[src/rtl/alpha_iter_buffer.sv]
// alpha_iter_buffer
// Collects J normalised alpha columns (I rows x A symbols each), converts every
// value to DW bits with saturation and an optional zero-clamp, then replays the
// stored matrix one symbol per beat over an AXI-stream style handshake. After
// MAX_ITER complete replays the block parks in DONE until reset.
//
// Ports
//   clk, rst          rising-edge clock, synchronous active-high reset
//   s_col_*           column input; row i symbol a at [(i*A+a)*IN_W +: IN_W]
//   m_*               replay output; row i column j at [(i*J+j)*DW +: DW]
//   m_sym_idx         symbol index of the current beat
//   iter_start        one-cycle pulse on the first replay beat of an iteration
//   iter_cnt          completed iterations
//   done              MAX_ITER iterations completed
//   err_drop          sticky: a column was offered while in DONE
//
// state  | meaning
// -------+-----------------------------------------------------------
// FILL   | accepting columns, col_idx selects the column written
// REPLAY | presenting beat `beat` of the stored matrix downstream
// DONE   | iteration budget spent, inputs refused until reset

module alpha_iter_buffer #(
    parameter int J          = 14,
    parameter int I          = 7,
    parameter int A          = 2,
    parameter int IN_W       = 8,
    parameter int DW         = 8,
    parameter int MAX_ITER   = 8,
    parameter int CLAMP_ZERO = 1
) (
    input  logic                          clk,
    input  logic                          rst,
    input  logic [I*A*IN_W-1:0]           s_col_tdata,
    input  logic                          s_col_tvalid,
    output logic                          s_col_tready,
    output logic [I*J*DW-1:0]             m_tdata,
    output logic                          m_tvalid,
    input  logic                          m_tready,
    output logic                          m_tlast,
    output logic [$clog2(A):0]            m_sym_idx,
    output logic                          iter_start,
    output logic [$clog2(MAX_ITER):0]     iter_cnt,
    output logic                          done,
    output logic                          err_drop
);

    localparam int CW  = $clog2(J);
    localparam int SW  = $clog2(A);
    localparam int BW  = $clog2(A) + 1;
    localparam int ICW = $clog2(MAX_ITER) + 1;

    typedef enum logic [1:0] {
        ST_FILL   = 2'd0,
        ST_REPLAY = 2'd1,
        ST_DONE   = 2'd2
    } state_t;

    state_t          state;
    state_t          state_nxt;
    logic [CW-1:0]   col_idx;
    logic [BW-1:0]   beat;
    logic [DW-1:0]   buf_mem [I][J][A];

    logic            col_acc;
    logic            last_col;
    logic            beat_hs;
    logic            last_beat;
    logic [ICW-1:0]  iter_cnt_inc;

    // Saturate first, then clamp: only a true zero input becomes 1.
    function automatic logic [DW-1:0] conv(input logic [IN_W-1:0] v);
        logic over;
        over = 1'b0;
        for (int b = DW; b < IN_W; b++) begin
            over = over | v[b];
        end
        if (over) begin
            conv = '1;
        end else if ((CLAMP_ZERO != 0) && (v == '0)) begin
            conv = DW'(1);
        end else begin
            conv = v[DW-1:0];
        end
    endfunction

    // Ready is high for the whole of FILL, so valid alone marks an accept.
    assign col_acc      = (state == ST_FILL) && s_col_tvalid;
    assign last_col     = (col_idx == CW'(J - 1));
    assign beat_hs      = (state == ST_REPLAY) && m_tready;
    assign last_beat    = (beat == BW'(A - 1));
    assign iter_cnt_inc = iter_cnt + ICW'(1);

    always_ff @(posedge clk) begin
        if (rst) begin
            state <= ST_FILL;
        end else begin
            state <= state_nxt;
        end
    end

    always_comb begin
        state_nxt    = state;
        s_col_tready = 1'b0;
        m_tvalid     = 1'b0;
        m_tlast      = 1'b0;
        done         = 1'b0;
        m_sym_idx    = beat;
        case (state)
            ST_FILL: begin
                s_col_tready = 1'b1;
                if (col_acc && last_col) begin
                    state_nxt = ST_REPLAY;
                end
            end
            ST_REPLAY: begin
                m_tvalid = 1'b1;
                m_tlast  = last_beat;
                if (beat_hs && last_beat) begin
                    state_nxt = (iter_cnt_inc == ICW'(MAX_ITER)) ? ST_DONE : ST_FILL;
                end
            end
            ST_DONE: begin
                done = 1'b1;
            end
            default: begin
                state_nxt = ST_FILL;
            end
        endcase
    end

    // Beat mux; driven to zero outside REPLAY so idle outputs stay quiet.
    always_comb begin
        m_tdata = '0;
        if (state == ST_REPLAY) begin
            for (int i = 0; i < I; i++) begin
                for (int j = 0; j < J; j++) begin
                    m_tdata[(i*J+j)*DW +: DW] = buf_mem[i][j][beat[SW-1:0]];
                end
            end
        end
    end

    always_ff @(posedge clk) begin
        if (rst) begin
            col_idx    <= '0;
            beat       <= '0;
            iter_cnt   <= '0;
            iter_start <= 1'b0;
            err_drop   <= 1'b0;
            for (int i = 0; i < I; i++) begin
                for (int j = 0; j < J; j++) begin
                    for (int a = 0; a < A; a++) begin
                        buf_mem[i][j][a] <= '0;
                    end
                end
            end
        end else begin
            iter_start <= col_acc && last_col;

            if (col_acc) begin
                for (int i = 0; i < I; i++) begin
                    for (int a = 0; a < A; a++) begin
                        buf_mem[i][col_idx][a] <= conv(s_col_tdata[(i*A+a)*IN_W +: IN_W]);
                    end
                end
                col_idx <= last_col ? '0 : col_idx + CW'(1);
            end

            if (beat_hs) begin
                if (last_beat) begin
                    beat     <= '0;
                    iter_cnt <= iter_cnt_inc;
                end else begin
                    beat <= beat + BW'(1);
                end
            end

            if ((state == ST_DONE) && s_col_tvalid) begin
                err_drop <= 1'b1;
            end
        end
    end

endmodule

[config.mk]
export PLATFORM = sky130hd
export DESIGN_NAME = alpha_iter_buffer
export DESIGN_NICKNAME = d
export VERILOG_FILES = /design/src/rtl/alpha_iter_buffer.sv
export SDC_FILE = /design/constraint.sdc
export NUM_CORES = 2
export LEC_CHECK = 0
export ABC_AREA = 1
export BUFFER_PORTS_ARGS = -buffer_cell sky130_fd_sc_hd__buf_2
export CAP_MARGIN = 20
export CORE_ASPECT_RATIO = 0.6
export CORE_MARGIN = 2
export CORE_UTILIZATION = 46
export CTS_CLUSTER_DIAMETER = 120
export DETAILED_ROUTE_END_ITERATION = 8
export PLACE_DENSITY_LB_ADDON = 0.12
export SLEW_MARGIN = 20
export SYNTH_ARGS = -nofsm -noshare
export SYNTH_HDL_FRONTEND = slang
export SYNTH_SLANG_ARGS = --single-unit
[constraint.sdc]
create_clock -name clk -period 9.86 [get_ports clk]
set_input_delay 0.986 -clock clk [delete_from_list [all_inputs] [get_ports clk]]
set_output_delay 0.986 -clock clk [all_outputs]
set_load 0.02 [all_outputs]
==> summary.txt <==
CTS
  – CTS tree: done
  – Clock tree buffer depth: 3
  – Postcts setup bufs: 0
  – Clock Latency Late Sink: 0.79 ns
  – Post-CTS resize count: 0
  – Max H-tree Level: 4
  – CTS Buf Count: 153
  – # hold bufs at CTS: 0
  – Clk slew on worst S/H paths: 0.06 ns
  – Clock Sink Count: 1582
  – CTS Root Cell: clkbuf_16

Die
  – Die area: 148300 um^2
  – Core area: 144300 um^2
  – Number of I/O pins: 912
  – Die W: 495.8 um
  – Initial core utilization: 46.26%
  – Die Ht: 299.1 um
  – Site Rows: 108

Routing
  – Number of vias per cell: 5.738
  – Post-route ant nets: 0
  – Wire length per cell: 27.75 um
  – Final wirelength: 253800 um
  – DRC viols: 0
  – First-pass DRT Iterations: 6
  – Via count: 52490
  – DR iter-0 viols: 7075

Cells and area
  – Fin cells: 9148
  – Final #Nets: 7203
  – Most frequent cells in the layout: 1715 x nand2_1, 1464 x edfxtp_1, 1093 x a21oi_1
  – Layout area overhead: 16.40%
  – Layout cell share with drive strength beyond 1: 17.96%
  – Commonest non-fill, non-tap cell in the layout: nand2_1
  – Fill cell count: 12920

Setup path
  – Endpoint kind of the worst setup timing path: primary output
  – Critical path peak fanout: 194
  – Data required, critical path: 8.87 ns
  – Critical path class: reg2out
  – Worst EP arrival: 4.86 ns
  – Crit start category: flip-flop

Timing
  – Fin crit share: 59.32%
  – Tmin final: 5.849 ns
  – Worst Skew: 0.02073 ns
  – Slew Viols, Final: 0
  – Final hold violation count: 0
  – Slew of the pin with the lowest slew margin: 1.285 ns
  – Relative slew margins: 14.36%
  – Max Clk Rate: 171.0 MHz
  – Fin Setup TNS: 0 ns
  – # setup viols final: 0
  – RSZ-0062 raised after global routing: false

Logic synthesis
  – Dominant synthesized flop cell: edfxtp_1
  – Mean post-synth cell area: 10.29 um^2
  – Synthesis Warnings: 0
  – Mapped Area: 66760 um^2
  – Post-synth EDFFs: 1464
  – Post-synthesis net count: 6604
  – Synth Register Bits: 1582
  – Seq/Total Area, Yosys: 69.39%
  – Cells after synthesis: 6486
  – Fraction of registers with async set/reset: 0%
  – Netlist cell types: 32

Placement
  – Placer Congestion: 0.8997
  – HPWL after detailed placement: 160000 um
  – Cells after DPL: 8853
  – PortBufs: 911

Global route
  – First-pass GRT wire length: 354700 um
  – Largest net degree at the start of global routing: 221
  – Initial antenna violation count: 24
  – Vias in the first global route: 47430
  – Total GRT Usage: 33.37%
  – GRT overflow: 0

Hold path
  – Hold crit path type: reg2reg

Outcome
  – Outcome: complete, no violations

Power and ir drop
  – Maximum vdd drop: 0.1240 mV
  – LEAKAGE: 31.45 nW
  – Power Density: 187.3 nW/um^2

Flow run
  – Max-cap viol count: 0
[synthesized netlist by cell type (22+ instances only)]
library cell / count / area share [%]
o22ai_1: 24 / 0.22
inv_1: 178 / 1.0
o21ai_0: 103 / 0.77
nand3_1: 22 / 0.16
nor2_1: 1059 / 6.0
a21oi_1: 1093 / 8.2
clkbuf_1: 507 / 2.9
buf_2: 32 / 0.24
edfxtp_1: 1464 / 66
dfxtp_1: 118 / 3.5
a211oi_1: 50 / 0.56
nand2_1: 1749 / 9.8
[logic make-up after synthesis]
family          count (synthesis)  share of synthesized area (%)
simple gates                 2857                          16.23
compound gates               1304                          10.08
buf+inv                       738                          4.226
xor+xnor                        3                        0.03936
fa+ha+maj                       2                        0.03748
flops                        1582                          69.39
[path summary, 6_finish.rpt]
kind / start / endpoint / slack [ns] / cells past startpoint
min: err_drop / err_drop / 0.46 / 2
max reg2reg: state[0] / buf_mem[3][11] / 5.54 / 10
max: m_sym_idx[0] / m_tdata[378] / 4.01 / 6
min reg2reg: err_drop / err_drop / 0.46 / 2
[layer usage]
metal | wire length, um | track usage, %
met1 | 104400 | 48.52
met4 | 12380 | 14.61
met3 | 24900 | 5.623
met2 | 112200 | 49.52
met5 | 0 | 0
[where the power goes]
part / total, mW / switching (mW) / leakage, nW / internal (mW)
registers: 7.86 / 0.114 / 16.1 / 7.75
clock network: 5.97 / 2.65 / 2.41 / 3.31
logic: 0.721 / 0.592 / 13.0 / 0.129
total: 14.6 / 3.36 / 31.4 / 11.2
[per-stage QoR]
step | area, um^2 | setup WS, ns | hold WS, ns | total power [mW] | util, %
2_1_floorplan | 66760 | 6.062 | 0.4297 | 8.346 | -
3_3_place_gp | 72570 | 4.825 | 0.4422 | 8.701 | 50.29
3_5_place_dp | 72630 | 4.730 | 0.4493 | 8.714 | 50.33
4_1_cts | 77580 | 4.107 | 0.4403 | 14.58 | 53.76
5_1_grt | 77700 | 3.779 | 0.4728 | 14.92 | 53.84
6_report | 77710 | 4.011 | 0.4561 | 14.55 | 53.85
[flip-flops by register name (all words and copies together) (netlist names)]
register    count
buf_mem      1568
col_idx         4
err_drop        1
iter_cnt        4
m_sym_idx       2
state           2
iter_start      1
[critical path, stage by stage (launching register included)]
cell     delay [ns]
dfxtp_4        0.76
buf_12         0.63
buf_12         0.62
buf_4          0.82
nand2_1        0.14
a21oi_1        0.20
buf_2          0.19
[cell type report]
class | instances | area (um^2) | area share, %
Sequential cell | 1582 | 46330 | 59.62
Multi-Input combinational cell | 4166 | 17940 | 23.09
Timing Repair Buffer | 997 | 5328 | 6.856
Clock buffer | 204 | 4218 | 5.428
Tap cell | 1925 | 2409 | 3.099
Clock inverter | 77 | 730.7 | 0.9403
Inverter | 185 | 724.4 | 0.9322
Antenna cell | 12 | 30.03 | 0.03864
Note: power is estimated with default switching activity, not from simulation.
